`src/rtl/wb_write_arbiter_pkg.sv`:
```
`default_nettype none
// ============================================================================
// Module  : wb_write_arbiter_pkg
// Purpose : Shared widths, write-enable encodings and the grant encoding used
//           by the register-file write-back arbiter and its load FIFO.
// Ports   : none (package)
// Rev     : 1.0  initial release
// ============================================================================
package wb_write_arbiter_pkg;

    // Register-file geometry defaults
    localparam int REG_NUM_LOG2  = 5;
    localparam int REG_BUS_W     = 32;
    localparam int LD_FIFO_DEPTH = 4;

    // Write-enable encodings for the registered regfile strobe
    localparam logic WRITE_ENABLE  = 1'b1;
    localparam logic WRITE_DISABLE = 1'b0;

    // Which source owns the write port this cycle
    typedef enum logic [1:0] {
        GNT_IDLE = 2'd0,
        GNT_ALU  = 2'd1,
        GNT_LD   = 2'd2
    } grant_e;

endpackage : wb_write_arbiter_pkg
`default_nettype wire

```
`src/rtl/wb_write_arbiter_if.sv`:
```
`default_nettype none
// ============================================================================
// Module  : wb_write_arbiter_if
// Purpose : Bundles the ALU request, load-return request and regfile write
//           port of the write-back arbiter.
// Ports   : alu_valid/alu_ready/alu_waddr/alu_wdata  - ALU write request
//           ld_valid/ld_ready/ld_waddr/ld_wdata      - load return request
//           we/waddr/wdata                           - regfile write port
//           ld_pending                               - load FIFO non-empty
//           modport master : request producer / regfile observer
//           modport slave  : the arbiter
// Rev     : 1.0  initial release
// ============================================================================
interface wb_write_arbiter_if
    import wb_write_arbiter_pkg::*;
#(
    parameter int AW = REG_NUM_LOG2,
    parameter int DW = REG_BUS_W
);
    logic          alu_valid;
    logic          alu_ready;
    logic [AW-1:0] alu_waddr;
    logic [DW-1:0] alu_wdata;

    logic          ld_valid;
    logic          ld_ready;
    logic [AW-1:0] ld_waddr;
    logic [DW-1:0] ld_wdata;

    logic          we;
    logic [AW-1:0] waddr;
    logic [DW-1:0] wdata;
    logic          ld_pending;

    modport master (
        output alu_valid, alu_waddr, alu_wdata,
        output ld_valid,  ld_waddr,  ld_wdata,
        input  alu_ready, ld_ready,
        input  we, waddr, wdata, ld_pending
    );

    modport slave (
        input  alu_valid, alu_waddr, alu_wdata,
        input  ld_valid,  ld_waddr,  ld_wdata,
        output alu_ready, ld_ready,
        output we, waddr, wdata, ld_pending
    );

endinterface : wb_write_arbiter_if
`default_nettype wire

```
`src/rtl/wb_write_arbiter_ld_fifo.sv`:
```
`default_nettype none
// ============================================================================
// Module  : wb_ld_fifo
// Purpose : Circular buffer of pending load write-backs. Exposes every
//           entry's destination address plus a per-entry valid vector so the
//           arbiter can detect write-after-write hazards against the ALU.
// Ports   : clk, rst              - clock, synchronous active-high reset
//           i_push, i_waddr,
//           i_wdata               - enqueue at tail (ignored when full)
//           i_pop                 - dequeue head (ignored when empty)
//           o_head_waddr/wdata    - oldest entry
//           o_full, o_count       - occupancy
//           o_entry_waddr/valid   - per-slot address and occupancy
// Rev     : 1.0  initial release
// ============================================================================
module wb_ld_fifo
    import wb_write_arbiter_pkg::*;
#(
    parameter int DEPTH = LD_FIFO_DEPTH,
    parameter int AW    = REG_NUM_LOG2,
    parameter int DW    = REG_BUS_W,
    localparam int PW   = $clog2(DEPTH),
    localparam int CW   = PW + 1
) (
    input  wire logic                     clk,
    input  wire logic                     rst,
    input  wire logic                     i_push,
    input  wire logic [AW-1:0]            i_waddr,
    input  wire logic [DW-1:0]            i_wdata,
    input  wire logic                     i_pop,
    output logic      [AW-1:0]            o_head_waddr,
    output logic      [DW-1:0]            o_head_wdata,
    output logic                          o_full,
    output logic      [CW-1:0]            o_count,
    output logic      [DEPTH-1:0][AW-1:0] o_entry_waddr,
    output logic      [DEPTH-1:0]         o_entry_valid
);

    localparam logic [CW-1:0] c_DEPTH = CW'(DEPTH);

    logic [AW-1:0] r_addr [DEPTH];
    logic [DW-1:0] r_data [DEPTH];
    logic [PW-1:0] r_wr_ptr;
    logic [PW-1:0] r_rd_ptr;
    logic [CW-1:0] r_count;

    logic w_push;
    logic w_pop;

    assign o_full  = (r_count == c_DEPTH);
    assign o_count = r_count;
    assign w_push  = i_push && !o_full;
    assign w_pop   = i_pop && (r_count != '0);

    assign o_head_waddr = r_addr[r_rd_ptr];
    assign o_head_wdata = r_data[r_rd_ptr];

    // A slot holds live data when its distance from the read pointer
    // (modulo DEPTH) is below the occupancy count.
    generate
        for (genvar gi = 0; gi < DEPTH; gi++) begin : g_entry
            logic [PW-1:0] w_offset;
            assign w_offset          = PW'(gi) - r_rd_ptr;
            assign o_entry_waddr[gi] = r_addr[gi];
            assign o_entry_valid[gi] = ({1'b0, w_offset} < r_count);
        end
    endgenerate

    always_ff @(posedge clk) begin
        if (rst) begin
            r_wr_ptr <= '0;
            r_rd_ptr <= '0;
            r_count  <= '0;
        end else begin
            if (w_push) begin
                r_wr_ptr <= r_wr_ptr + PW'(1);
            end
            if (w_pop) begin
                r_rd_ptr <= r_rd_ptr + PW'(1);
            end
            case ({w_push, w_pop})
                2'b10:   r_count <= r_count + CW'(1);
                2'b01:   r_count <= r_count - CW'(1);
                default: r_count <= r_count;
            endcase
        end
    end

    // Storage needs no reset: occupancy is tracked by the count/pointers.
    always_ff @(posedge clk) begin
        if (w_push) begin
            r_addr[r_wr_ptr] <= i_waddr;
            r_data[r_wr_ptr] <= i_wdata;
        end
    end

endmodule : wb_ld_fifo
`default_nettype wire

```
`src/rtl/wb_write_arbiter.sv`:
```
`default_nettype none
// ============================================================================
// Module  : wb_write_arbiter
// Purpose : Merges in-order ALU results and buffered load returns onto the
//           single regfile write port, keeping write-after-write order per
//           register and suppressing writes to x0.
// Ports   : clk   - rising-edge clock
//           rst   - synchronous active-high reset
//           bus   - wb_write_arbiter_if.slave (ALU/load requests, regfile
//                   write port, ld_pending)
// Rev     : 1.0  initial release
// ============================================================================
module wb_write_arbiter
    import wb_write_arbiter_pkg::*;
#(
    parameter int DEPTH = LD_FIFO_DEPTH,
    parameter int AW    = REG_NUM_LOG2,
    parameter int DW    = REG_BUS_W,
    localparam int CW   = $clog2(DEPTH) + 1
) (
    input  wire logic         clk,
    input  wire logic         rst,
    wb_write_arbiter_if.slave bus
);

    logic [AW-1:0]            w_head_waddr;
    logic [DW-1:0]            w_head_wdata;
    logic                     w_full;
    logic [CW-1:0]            w_count;
    logic [DEPTH-1:0][AW-1:0] w_entry_waddr;
    logic [DEPTH-1:0]         w_entry_valid;

    logic   w_ld_ready;
    logic   w_ld_push;
    logic   w_fifo_hit;
    logic   w_arrival_hit;
    logic   w_alu_block;
    logic   w_alu_ready;
    logic   w_alu_fire;
    logic   w_ld_pop;
    grant_e w_grant;

    logic          r_we;
    logic [AW-1:0] r_waddr;
    logic [DW-1:0] r_wdata;

    wb_ld_fifo #(
        .DEPTH (DEPTH),
        .AW    (AW),
        .DW    (DW)
    ) u_ld_fifo (
        .clk           (clk),
        .rst           (rst),
        .i_push        (w_ld_push),
        .i_waddr       (bus.ld_waddr),
        .i_wdata       (bus.ld_wdata),
        .i_pop         (w_ld_pop),
        .o_head_waddr  (w_head_waddr),
        .o_head_wdata  (w_head_wdata),
        .o_full        (w_full),
        .o_count       (w_count),
        .o_entry_waddr (w_entry_waddr),
        .o_entry_valid (w_entry_valid)
    );

    // No look-ahead on a same-cycle pop: a full FIFO refuses loads.
    assign w_ld_ready = !rst && !w_full;
    assign w_ld_push  = bus.ld_valid && w_ld_ready;

    // Any older queued load to the same register must land first.
    always_comb begin
        w_fifo_hit = 1'b0;
        for (int i = 0; i < DEPTH; i++) begin
            if (w_entry_valid[i] && (w_entry_waddr[i] == bus.alu_waddr)) begin
                w_fifo_hit = 1'b1;
            end
        end
    end

    // A load arriving this cycle counts as older than the ALU result.
    assign w_arrival_hit = w_ld_push && (bus.ld_waddr == bus.alu_waddr);

    // x0 is never written, so it cannot create a hazard. A full FIFO still
    // blocks the ALU so that the head is guaranteed a pop slot.
    assign w_alu_block = w_full
                      || ((bus.alu_waddr != '0) && (w_fifo_hit || w_arrival_hit));
    assign w_alu_ready = !rst && !w_alu_block;
    assign w_alu_fire  = bus.alu_valid && w_alu_ready;
    assign w_ld_pop    = !rst && !w_alu_fire && (w_count != '0);

    always_comb begin
        w_grant = GNT_IDLE;
        if (w_alu_fire) begin
            w_grant = GNT_ALU;
        end else if (w_ld_pop) begin
            w_grant = GNT_LD;
        end
    end

    always_ff @(posedge clk) begin
        if (rst) begin
            r_we    <= WRITE_DISABLE;
            r_waddr <= '0;
            r_wdata <= '0;
        end else begin
            case (w_grant)
                GNT_ALU: begin
                    r_we    <= (bus.alu_waddr != '0) ? WRITE_ENABLE : WRITE_DISABLE;
                    r_waddr <= bus.alu_waddr;
                    r_wdata <= bus.alu_wdata;
                end
                GNT_LD: begin
                    r_we    <= (w_head_waddr != '0) ? WRITE_ENABLE : WRITE_DISABLE;
                    r_waddr <= w_head_waddr;
                    r_wdata <= w_head_wdata;
                end
                default: begin
                    r_we <= WRITE_DISABLE;
                end
            endcase
        end
    end

    assign bus.alu_ready  = w_alu_ready;
    assign bus.ld_ready   = w_ld_ready;
    assign bus.we         = r_we;
    assign bus.waddr      = r_waddr;
    assign bus.wdata      = r_wdata;
    assign bus.ld_pending = (w_count != '0);

endmodule : wb_write_arbiter
`default_nettype wire

```
`src/flat_wrapper.sv`:
```
// flat-port wrapper written by rule: the top's interface ports become plain ports
module wb_write_arbiter_flat import wb_write_arbiter_pkg::*;
#(
    parameter int DEPTH = LD_FIFO_DEPTH,
    parameter int AW    = REG_NUM_LOG2,
    parameter int DW    = REG_BUS_W,
    localparam int CW   = $clog2(DEPTH) + 1
)
  (clk, rst, bus_alu_valid, bus_alu_waddr, bus_alu_wdata, bus_ld_valid, bus_ld_waddr, bus_ld_wdata, bus_alu_ready, bus_ld_ready, bus_we, bus_waddr, bus_wdata, bus_ld_pending);
  wb_write_arbiter_if #(.AW(AW), .DW(DW)) bus_i ();
  input  wire logic clk;
  input  wire logic rst;
  input wire logic [$bits(bus_i.alu_valid)-1:0] bus_alu_valid;
  input wire logic [$bits(bus_i.alu_waddr)-1:0] bus_alu_waddr;
  input wire logic [$bits(bus_i.alu_wdata)-1:0] bus_alu_wdata;
  input wire logic [$bits(bus_i.ld_valid)-1:0] bus_ld_valid;
  input wire logic [$bits(bus_i.ld_waddr)-1:0] bus_ld_waddr;
  input wire logic [$bits(bus_i.ld_wdata)-1:0] bus_ld_wdata;
  output wire logic [$bits(bus_i.alu_ready)-1:0] bus_alu_ready;
  output wire logic [$bits(bus_i.ld_ready)-1:0] bus_ld_ready;
  output wire logic [$bits(bus_i.we)-1:0] bus_we;
  output wire logic [$bits(bus_i.waddr)-1:0] bus_waddr;
  output wire logic [$bits(bus_i.wdata)-1:0] bus_wdata;
  output wire logic [$bits(bus_i.ld_pending)-1:0] bus_ld_pending;
  assign bus_i.alu_valid = bus_alu_valid;
  assign bus_i.alu_waddr = bus_alu_waddr;
  assign bus_i.alu_wdata = bus_alu_wdata;
  assign bus_i.ld_valid = bus_ld_valid;
  assign bus_i.ld_waddr = bus_ld_waddr;
  assign bus_i.ld_wdata = bus_ld_wdata;
  assign bus_alu_ready = bus_i.alu_ready;
  assign bus_ld_ready = bus_i.ld_ready;
  assign bus_we = bus_i.we;
  assign bus_waddr = bus_i.waddr;
  assign bus_wdata = bus_i.wdata;
  assign bus_ld_pending = bus_i.ld_pending;
  wb_write_arbiter #(.DEPTH(DEPTH), .AW(AW), .DW(DW)) u_core (.clk(clk), .rst(rst), .bus(bus_i));
endmodule
```
`config.mk`:
```
export PLATFORM = sky130hd
export DESIGN_NAME = wb_write_arbiter_flat
export DESIGN_NICKNAME = d
export VERILOG_FILES = /design/src/rtl/wb_write_arbiter_pkg.sv /design/src/rtl/wb_write_arbiter_if.sv /design/src/rtl/wb_write_arbiter_ld_fifo.sv /design/src/rtl/wb_write_arbiter.sv /design/src/flat_wrapper.sv
export SDC_FILE = /design/constraint.sdc
export NUM_CORES = 1
export LEC_CHECK = 0
export ABC_CLOCK_PERIOD_IN_PS = 6550
export BUFFER_PORTS_ARGS = -buffer_cell sky130_fd_sc_hd__clkbuf_2
export CORE_MARGIN = 3
export CORE_UTILIZATION = 45
export CTS_BUF_LIST = sky130_fd_sc_hd__clkbuf_2 sky130_fd_sc_hd__clkbuf_4 sky130_fd_sc_hd__clkbuf_8
export CTS_CLUSTER_SIZE = 12
export DETAILED_ROUTE_END_ITERATION = 8
export PLACE_DENSITY = 0.75
export SYNTH_ARGS = -nofsm -noshare
export SYNTH_HDL_FRONTEND = slang
export SYNTH_SLANG_ARGS = --single-unit
```
`constraint.sdc`:
```
create_clock -name clk -period 6.55 [get_ports clk]
set_input_delay 0.655 -clock clk [delete_from_list [all_inputs] [get_ports clk]]
set_output_delay 0.655 -clock clk [all_outputs]
set_load 0.005 [all_outputs]
```
==> results.sh, run 1 <==
export IMPL_p_seq_share_pct=52.0
export IMPL_clock_skew_ns=0.0120
export IMPL_vdd_drop_max_mv=0.144
export IMPL_nNetsFinal=671
export IMPL_place_gp_congestion=0.882
export IMPL_synth_edf_count=148
export IMPL_synth_seq_cells=195
export IMPL_syn_num_nets=563
export IMPL_cts_buffers=17
export IMPL_clock_root_buffer="clkbuf_8"
export IMPL_drc=0
export IMPL_ant_nets=0
export IMPL_worst_ep_required_time_ns=6.95
export IMPL_ys_types=43
export IMPL_final_core_util_pct=52.6
export IMPL_grt_util_met2_pct=29.7
export IMPL_clock_sinks=195
export IMPL_track_usage_pct=17.4
export IMPL_synth_area_leader_cell="edfxtp_1"
export IMPL_tightestPinTransition_ns=1.09
export IMPL_rows=48
export IMPL_yosysWarnings=0
export IMPL_stdcell_count=821
export IMPL_drt_iter0_markers=241
export IMPL_holdPathStages=1
export IMPL_grt_remaining_overflow=0
export IMPL_vias=4482
export IMPL_insertion_delay_ns=0.47
export IMPL_floorplan_initialDensity_pct=46.2
export IMPL_wl_per_cell_um=20.4
export IMPL_viasPerCell=5.46
export IMPL_fin_tns_setup_ns=0
export IMPL_p_total_uw=2920
export IMPL_fin_crit_ns=3.96
export IMPL_cp_depth=12
export IMPL_htree_num_levels=4
export IMPL_areaGrowthSynthToFinish_pct=14.0
export IMPL_drt_wl_total_mm=16.7
export IMPL_fmax_mhz=253
export IMPL_use_met1_pct=21.5
export IMPL_cp_start_kind="input pin"
export IMPL_grt_setup_unrepaired="false"
export IMPL_gr_usage_met3_pct=4.95
export IMPL_holdCritPathClass="in2reg"
export IMPL_cp_buffers_inverters=2
export IMPL_die_y_um=140
export IMPL_place_hpwl_mm=10.8
export IMPL_drive_gt1_share_pct=35.6
export IMPL_power_switching_uw=816
export IMPL_grt_busiest_layer="met2"
export IMPL_synth_area_top_cells="edfxtp_1 55%, dfxtp_1 12%, mux4_2 10%"
export IMPL_critPathSlowestCell="o21ba_4"
export IMPL_antenna_found_initial=0
export IMPL_post_synth_top_count_cell="edfxtp_1"
export IMPL_synthArstFlopShare_pct=0
export IMPL_synthTopCellsByCount="148 x edfxtp_1, 47 x dfxtp_1, 43 x nor2_1"
export IMPL_cpPeakStageDelay_ns=0.88
export IMPL_cp_data_arrival_time_ns=4.35
export IMPL_path_clk_slew_ns=0.10
export IMPL_grt_pass1_vias=4759
export IMPL_critical_path_class="in2reg"
export IMPL_crit_chain="clkbuf_2, buf_4, nor3b_4, nand4_1, o211ai_1, o21ba_4, and2_0, ha_1, fa_1, xnor2_1, or3_1, a21oi_1"
export IMPL_finalSetupViolCount=0
export IMPL_power_density_mw_per_mm2=319
export IMPL_n_antenna_cell=0
export IMPL_rr_worst_depth=13
export IMPL_synth_top_cell_area_share_pct=55.3
export IMPL_slew_viol_final=0
export IMPL_io_pins=119
export IMPL_synthCells=475
export IMPL_p_comb_share_pct=21.3
export IMPL_worst_path_max_fanout=77
export IMPL_grt_pass1_wl_mm=26.0
export IMPL_run_status="finished, final reports clean"
export IMPL_detail_route_first_pass_iterations=4
export IMPL_postCtsHoldBufs=0
export IMPL_port_buffers=118
export IMPL_syn_area_per_cell_um2=16.9
export IMPL_placedCellCount=789
export IMPL_cts_resized=0
export IMPL_clock_path_buffers=2
export IMPL_post_cts_setup_buffers=0
export IMPL_hold_violations=0
export IMPL_yosysSeqAreaShare_pct=67.0
export IMPL_p_clk_share_pct=26.7
export IMPL_synth_ff_type="edfxtp_1"
export IMPL_finalCritPeriodShare_pct=60.4
export IMPL_die_w_um=140
export IMPL_cts_tree="done"
export IMPL_die_area_mm2=0.0195
export IMPL_max_cap_viol_count=0
export IMPL_swShare_pct=27.9
export IMPL_cp_end_kind="flip-flop"
export IMPL_syn_area_mm2=0.00804
export IMPL_slew_headroom_pct=27.2
export IMPL_internal_power_uw=2100
export IMPL_fp_coreArea_mm2=0.0174
export IMPL_grt_max_degree=78
export IMPL_cp_top_family="simple AND/OR/NAND/NOR gates"
export IMPL_power_leakage_uw=0.00316
[metal layers]
layer / vias to the layer above / wire length [um]
li1: 2059 / -
met1: 2299 / 7010
met2: 109 / 8600
met3: 15 / 943
met4: 0 / 189
met5: - / 0
[stage by stage]
step | area [um2] | setup WS [ns] | hold slack [ns]
2_1_floorplan | 8040 | 3.40 | 0.498
3_3_place_gp | 8750 | 2.36 | 0.526
3_5_place_dp | 8750 | 2.17 | 0.548
4_1_cts | 9160 | 2.67 | 0.372
5_1_grt | 9160 | 2.36 | 0.369
6_report | 9160 | 2.59 | 0.399
[placed cells by master, fill, tap and decap left out, drive strengths merged, types with 2 or more instances in the layout]
cell type / synthesis / final
a211oi: 37 / 37
a21oi: 4 / 4
a311oi: 2 / 2
and2: 6 / 6
buf: 23 / 3
bufinv: 0 / 2
clkbuf: 9 / 137
clkinv: 0 / 6
clkinvlp: 0 / 3
dfxtp: 47 / 47
edfxtp: 148 / 148
ha: 9 / 9
inv: 7 / 9
mux2i: 40 / 40
mux4: 37 / 37
nand2: 5 / 5
nand2b: 2 / 2
nand4: 4 / 4
nor2: 43 / 43
nor2b: 2 / 2
nor3: 2 / 2
nor3b: 2 / 2
o21ai: 2 / 2
or3: 2 / 2
or4: 2 / 2
xnor2: 16 / 16
xor2: 13 / 13
[state kept, by name, indices dropped and copies added (netlist names), named ones only]
register                   cells
u_core.u_ld_fifo.r_rd_ptr      2
u_core.bus.waddr               5
u_core.bus.wdata              32
u_core.u_ld_fifo.r_addr       20
u_core.bus.we                  1
u_core.u_ld_fifo.o_count       3
u_core.u_ld_fifo.r_wr_ptr      2
u_core.u_ld_fifo.r_data      128
[final cells by class]
class / instances / area (um2)
Clock buffer: 19 / 255
Clock inverter: 13 / 153
Fill cell: 1437 / 8250
Inverter: 7 / 26.3
Multi-Input combinational cell: 241 / 2450
Sequential cell: 195 / 5390
Tap cell: 225 / 282
Timing Repair Buffer: 121 / 613
[worst paths after layout]
path         slack [ns]                             end                          from
max reg2reg        2.62     u_core.u_ld_fifo.o_count[2]  u_core.u_ld_fifo.r_rd_ptr[0]
min                0.40  u_core.u_ld_fifo.r_data[1][15]              bus_ld_wdata[15]
max                2.59     u_core.u_ld_fifo.o_count[2]                           rst
min reg2reg        0.56            u_core.bus.wdata[19]          u_core.bus.wdata[19]
[logic make-up (layout without fill, tap and decap cells)]
| group | Yosys count | after routing | synth area share (%) |
|---|---|---|---|
| muxes | 77 | 77 | 15.3 |
| AOI/OAI and AO/OA | 54 | 54 | 5.71 |
| DFF | 195 | 195 | 67.0 |
| xor gates and xnor gates | 29 | 29 | 3.16 |
| buffers and inverters | 39 | 160 | 2.75 |
| and+or+nand+nor | 71 | 71 | 4.40 |
| adders and majority gates | 10 | 10 | 1.65 |
[power by group through the flow]
| stage | Sequential [uW] | Clock (uW) | Combinational (uW) |
|---|---|---|---|
| final | 1520 | 779 | 622 |
| after global routing | 1530 | 840 | 681 |
| after CTS | 1520 | 794 | 631 |
| after detailed placement | 1550 | 0 | 628 |
| after global placement | 1540 | 0 | 612 |
| after floorplan | 1500 | 0 | 466 |
Note: power is estimated with default switching activity, not from simulation.
==> inputs of run 2 (changes only) <==
--- a/config.mk
+++ b/config.mk
@@ -5,14 +5,15 @@
 export SDC_FILE = /design/constraint.sdc
 export NUM_CORES = 1
 export LEC_CHECK = 0
-export ABC_CLOCK_PERIOD_IN_PS = 6550
+export ABC_AREA = 1
+export ABC_CLOCK_PERIOD_IN_PS = 3610
 export BUFFER_PORTS_ARGS = -buffer_cell sky130_fd_sc_hd__clkbuf_2
 export CORE_MARGIN = 3
 export CORE_UTILIZATION = 45
 export CTS_BUF_LIST = sky130_fd_sc_hd__clkbuf_2 sky130_fd_sc_hd__clkbuf_4 sky130_fd_sc_hd__clkbuf_8
 export CTS_CLUSTER_SIZE = 12
 export DETAILED_ROUTE_END_ITERATION = 8
-export PLACE_DENSITY = 0.75
+export PLACE_DENSITY = 0.78
 export SYNTH_ARGS = -nofsm -noshare
 export SYNTH_HDL_FRONTEND = slang
 export SYNTH_SLANG_ARGS = --single-unit
==> constraint.sdc (replaced) <==
create_clock -name clk -period 3.61 [get_ports clk]
set_input_delay 0.361 -clock clk [delete_from_list [all_inputs] [get_ports clk]]
set_output_delay 0.361 -clock clk [all_outputs]
set_load 0.005 [all_outputs]
==> run 2 against run 1 <==
  * Clock power rose by 73%
  * Combinational power is 85% higher
  * Flip-flop and latch count is the same
  * Sequential power rose by 74%
  * Total power is 76% higher
  * Clock skew up 0.0016 ns
  * Via count increased by 34%
  * Wire length is 11% higher
  * Setup slack got worse by 2.1 ns
  * Sequential share of layout area down 1.9 points
  * Highest routed layer is now met5
  * Global-route usage up 1.4 points
  * Cell count rose by 37%
==> results.sh, run 2 <==
export IMPL_run_status="finished, final reports clean"
export IMPL_grt_setup_unrepaired="false"
export IMPL_regMostFlops="u_core.u_ld_fifo.r_data"
export IMPL_synthTopCellsByCount="148 x edfxtp_1, 123 x nor2_1, 79 x o21ai_0"
export IMPL_wl_per_cell_um=16.6
export IMPL_viasPerCell=5.34
export IMPL_path_clk_slew_ns=0.10
export IMPL_cp_data_arrival_time_ns=3.44
export IMPL_ys_types=30
export IMPL_syn_area_per_cell_um2=10.7
export IMPL_antenna_found_initial=1
export IMPL_die_w_um=142
export IMPL_drt_iter0_markers=496
export IMPL_reg2reg_slack_ns=0.54
export IMPL_clock_sinks=195
export IMPL_yosysSeqAreaShare_pct=64.8
export IMPL_ant_nets=0
export IMPL_track_usage_pct=18.7
export IMPL_power_leakage_uw=0.00378
export IMPL_fin_tns_setup_ns=0
export IMPL_holdCritPathClass="in2reg"
export IMPL_slew_viol_final=0
export IMPL_rows=49
export IMPL_critical_path_class="reg2reg"
export IMPL_synth_area_top_cells="edfxtp_1 53%, dfxtp_1 11%, nor2_1 5.6%"
export IMPL_n_antenna_cell=0
export IMPL_syn_num_nets=866
export IMPL_nNetsFinal=968
export IMPL_place_hpwl_mm=11.5
export IMPL_drc=0
export IMPL_synth_edf_count=148
export IMPL_post_cts_setup_buffers=0
export IMPL_synthCells=778
export IMPL_htree_num_levels=4
export IMPL_io_pins=119
export IMPL_finalSetupViolCount=0
export IMPL_grt_pass1_vias=5789
export IMPL_fmax_mhz=325
export IMPL_mostFrequentLayoutCells="148 x edfxtp_1, 119 x nor2_1, 118 x clkbuf_2"
export IMPL_die_y_um=142
export IMPL_dp_slack_ns=0.558
export IMPL_yosysWarnings=0
export IMPL_fp_coreArea_mm2=0.0181
export IMPL_final_core_util_pct=52.4
export IMPL_synthArstFlopShare_pct=0
export IMPL_detail_route_first_pass_iterations=5
export IMPL_largest_reg_flops=128
export IMPL_max_cap_viol_count=0
export IMPL_finalCritPeriodShare_pct=85.1
export IMPL_final_common_cell="edfxtp_1"
export IMPL_place_gp_congestion=0.796
export IMPL_port_buffers=118
export IMPL_drt_wl_total_mm=18.6
export IMPL_cp_end_kind="flip-flop"
export IMPL_drive_gt1_share_pct=19.6
export IMPL_grt_pass1_wl_mm=29.5
export IMPL_power_density_mw_per_mm2=543
export IMPL_tightestPinTransition_ns=0.783
export IMPL_vias=5987
export IMPL_clock_root_buffer="clkbuf_8"
export IMPL_cts_resized=0
export IMPL_worst_path_max_fanout=76
export IMPL_insertion_delay_ns=0.47
export IMPL_synth_area_leader_cell="edfxtp_1"
export IMPL_fin_crit_ns=3.07
export IMPL_post_synth_top_count_cell="edfxtp_1"
export IMPL_floorplan_initialDensity_pct=46.0
export IMPL_cp_start_kind="flip-flop"
export IMPL_areaGrowthSynthToFinish_pct=13.9
export IMPL_synth_seq_cells=195
export IMPL_slew_headroom_pct=47.8
export IMPL_synth_ff_type="edfxtp_1"
export IMPL_grt_remaining_overflow=0
export IMPL_vdd_drop_max_mv=0.245
export IMPL_clock_skew_ns=0.0136
export IMPL_stdcell_count=1122
export IMPL_synth_top_cell_area_share_pct=53.4
export IMPL_clock_path_buffers=2
export IMPL_postCtsHoldBufs=0
export IMPL_cts_buffers=17
export IMPL_die_area_mm2=0.0201
export IMPL_hold_violations=0
export IMPL_cts_tree="done"
export IMPL_worst_slack_ns=0.536
export IMPL_syn_area_mm2=0.00832
export IMPL_grt_max_degree=77
export IMPL_placedCellCount=1090
export IMPL_worst_ep_required_time_ns=3.97
==> run 2: cell count changes in the layout (fill, tap and decap cells not counted), sizes merged, moves of 40 or more <==
cell | before | now
nand2 | 5 | 79
o21ai | 2 | 81
mux2i | 40 | 0
inv | 9 | 52
nor2 | 43 | 123
nand3 | 0 | 79
==> run 2: final timing paths <==
check,start,end,cells past startpoint
max,u_core.u_ld_fifo.r_rd_ptr[0],u_core.bus.wdata[25],15
max reg2reg,u_core.u_ld_fifo.r_rd_ptr[0],u_core.bus.wdata[25],15
min,bus_ld_wdata[31],u_core.u_ld_fifo.r_data[3][31],1
min reg2reg,u_core.u_ld_fifo.r_wr_ptr[1],u_core.u_ld_fifo.r_wr_ptr[1],2
==> run 2: final cells by class <==
type,count,area [um2]
fill,1536,8620
sequential,195,5390
multi-input combinational,488,2530
timing repair buffer,131,713
tap,229,287
clock buffer,17,234
inverter,47,176
clock inverter,15,145
==> run 2: worst max-delay path, stage by stage (launching register included) <==
cell and delay (ns):
dfxtp_1 0.41, xor2_1 0.26, inv_1 0.08, ha_1 0.27
a21boi_1 0.12, o21ai_0 0.16, nand3_1 0.09, nand2_1 0.09
o21bai_2 0.09, nand3_2 0.08, buf_4 0.61, inv_2 0.35
nand2_1 0.14, nand3_1 0.08, nand2_1 0.07, inv_1 0.05
==> run 2: metrics by stage <==
stage | total power (uW) | area, um2 | hold WS, ns
global route | 5440 | 9470 | 0.0796
floorplan | 3460 | 8320 | 0.430
detailed placement | 3850 | 9090 | 0.540
CTS | 5180 | 9470 | 0.0736
finish | 5150 | 9470 | 0.107
global placement | 3820 | 9090 | 0.523
==> run 2: routing by layer <==
layer / share of wire (%) / routed length, um / GRT usage (%)
met1: 42 / 7830 / 23.7
met2: 49 / 9190 / 30.9
met3: 5.7 / 1050 / 4.64
met4: 2.7 / 495 / 8.08
met5: 0.048 / 9 / 0
==> run 2: kinds of logic after synthesis <==
group,after synthesis,share of synthesized area [%]
xor gates and xnor gates,24,2.53
AOI/OAI and AO/OA,135,8.82
buffers and inverters,95,5.19
adders and majority gates,10,1.59
and+or+nand+nor,319,17.1
DFF,195,64.8
==> run 2: power by group <==
part	total [uW]	switching [uW]	internal (uW)
logic	1150	732	420
clock network	1350	789	564
registers	2640	73.5	2570
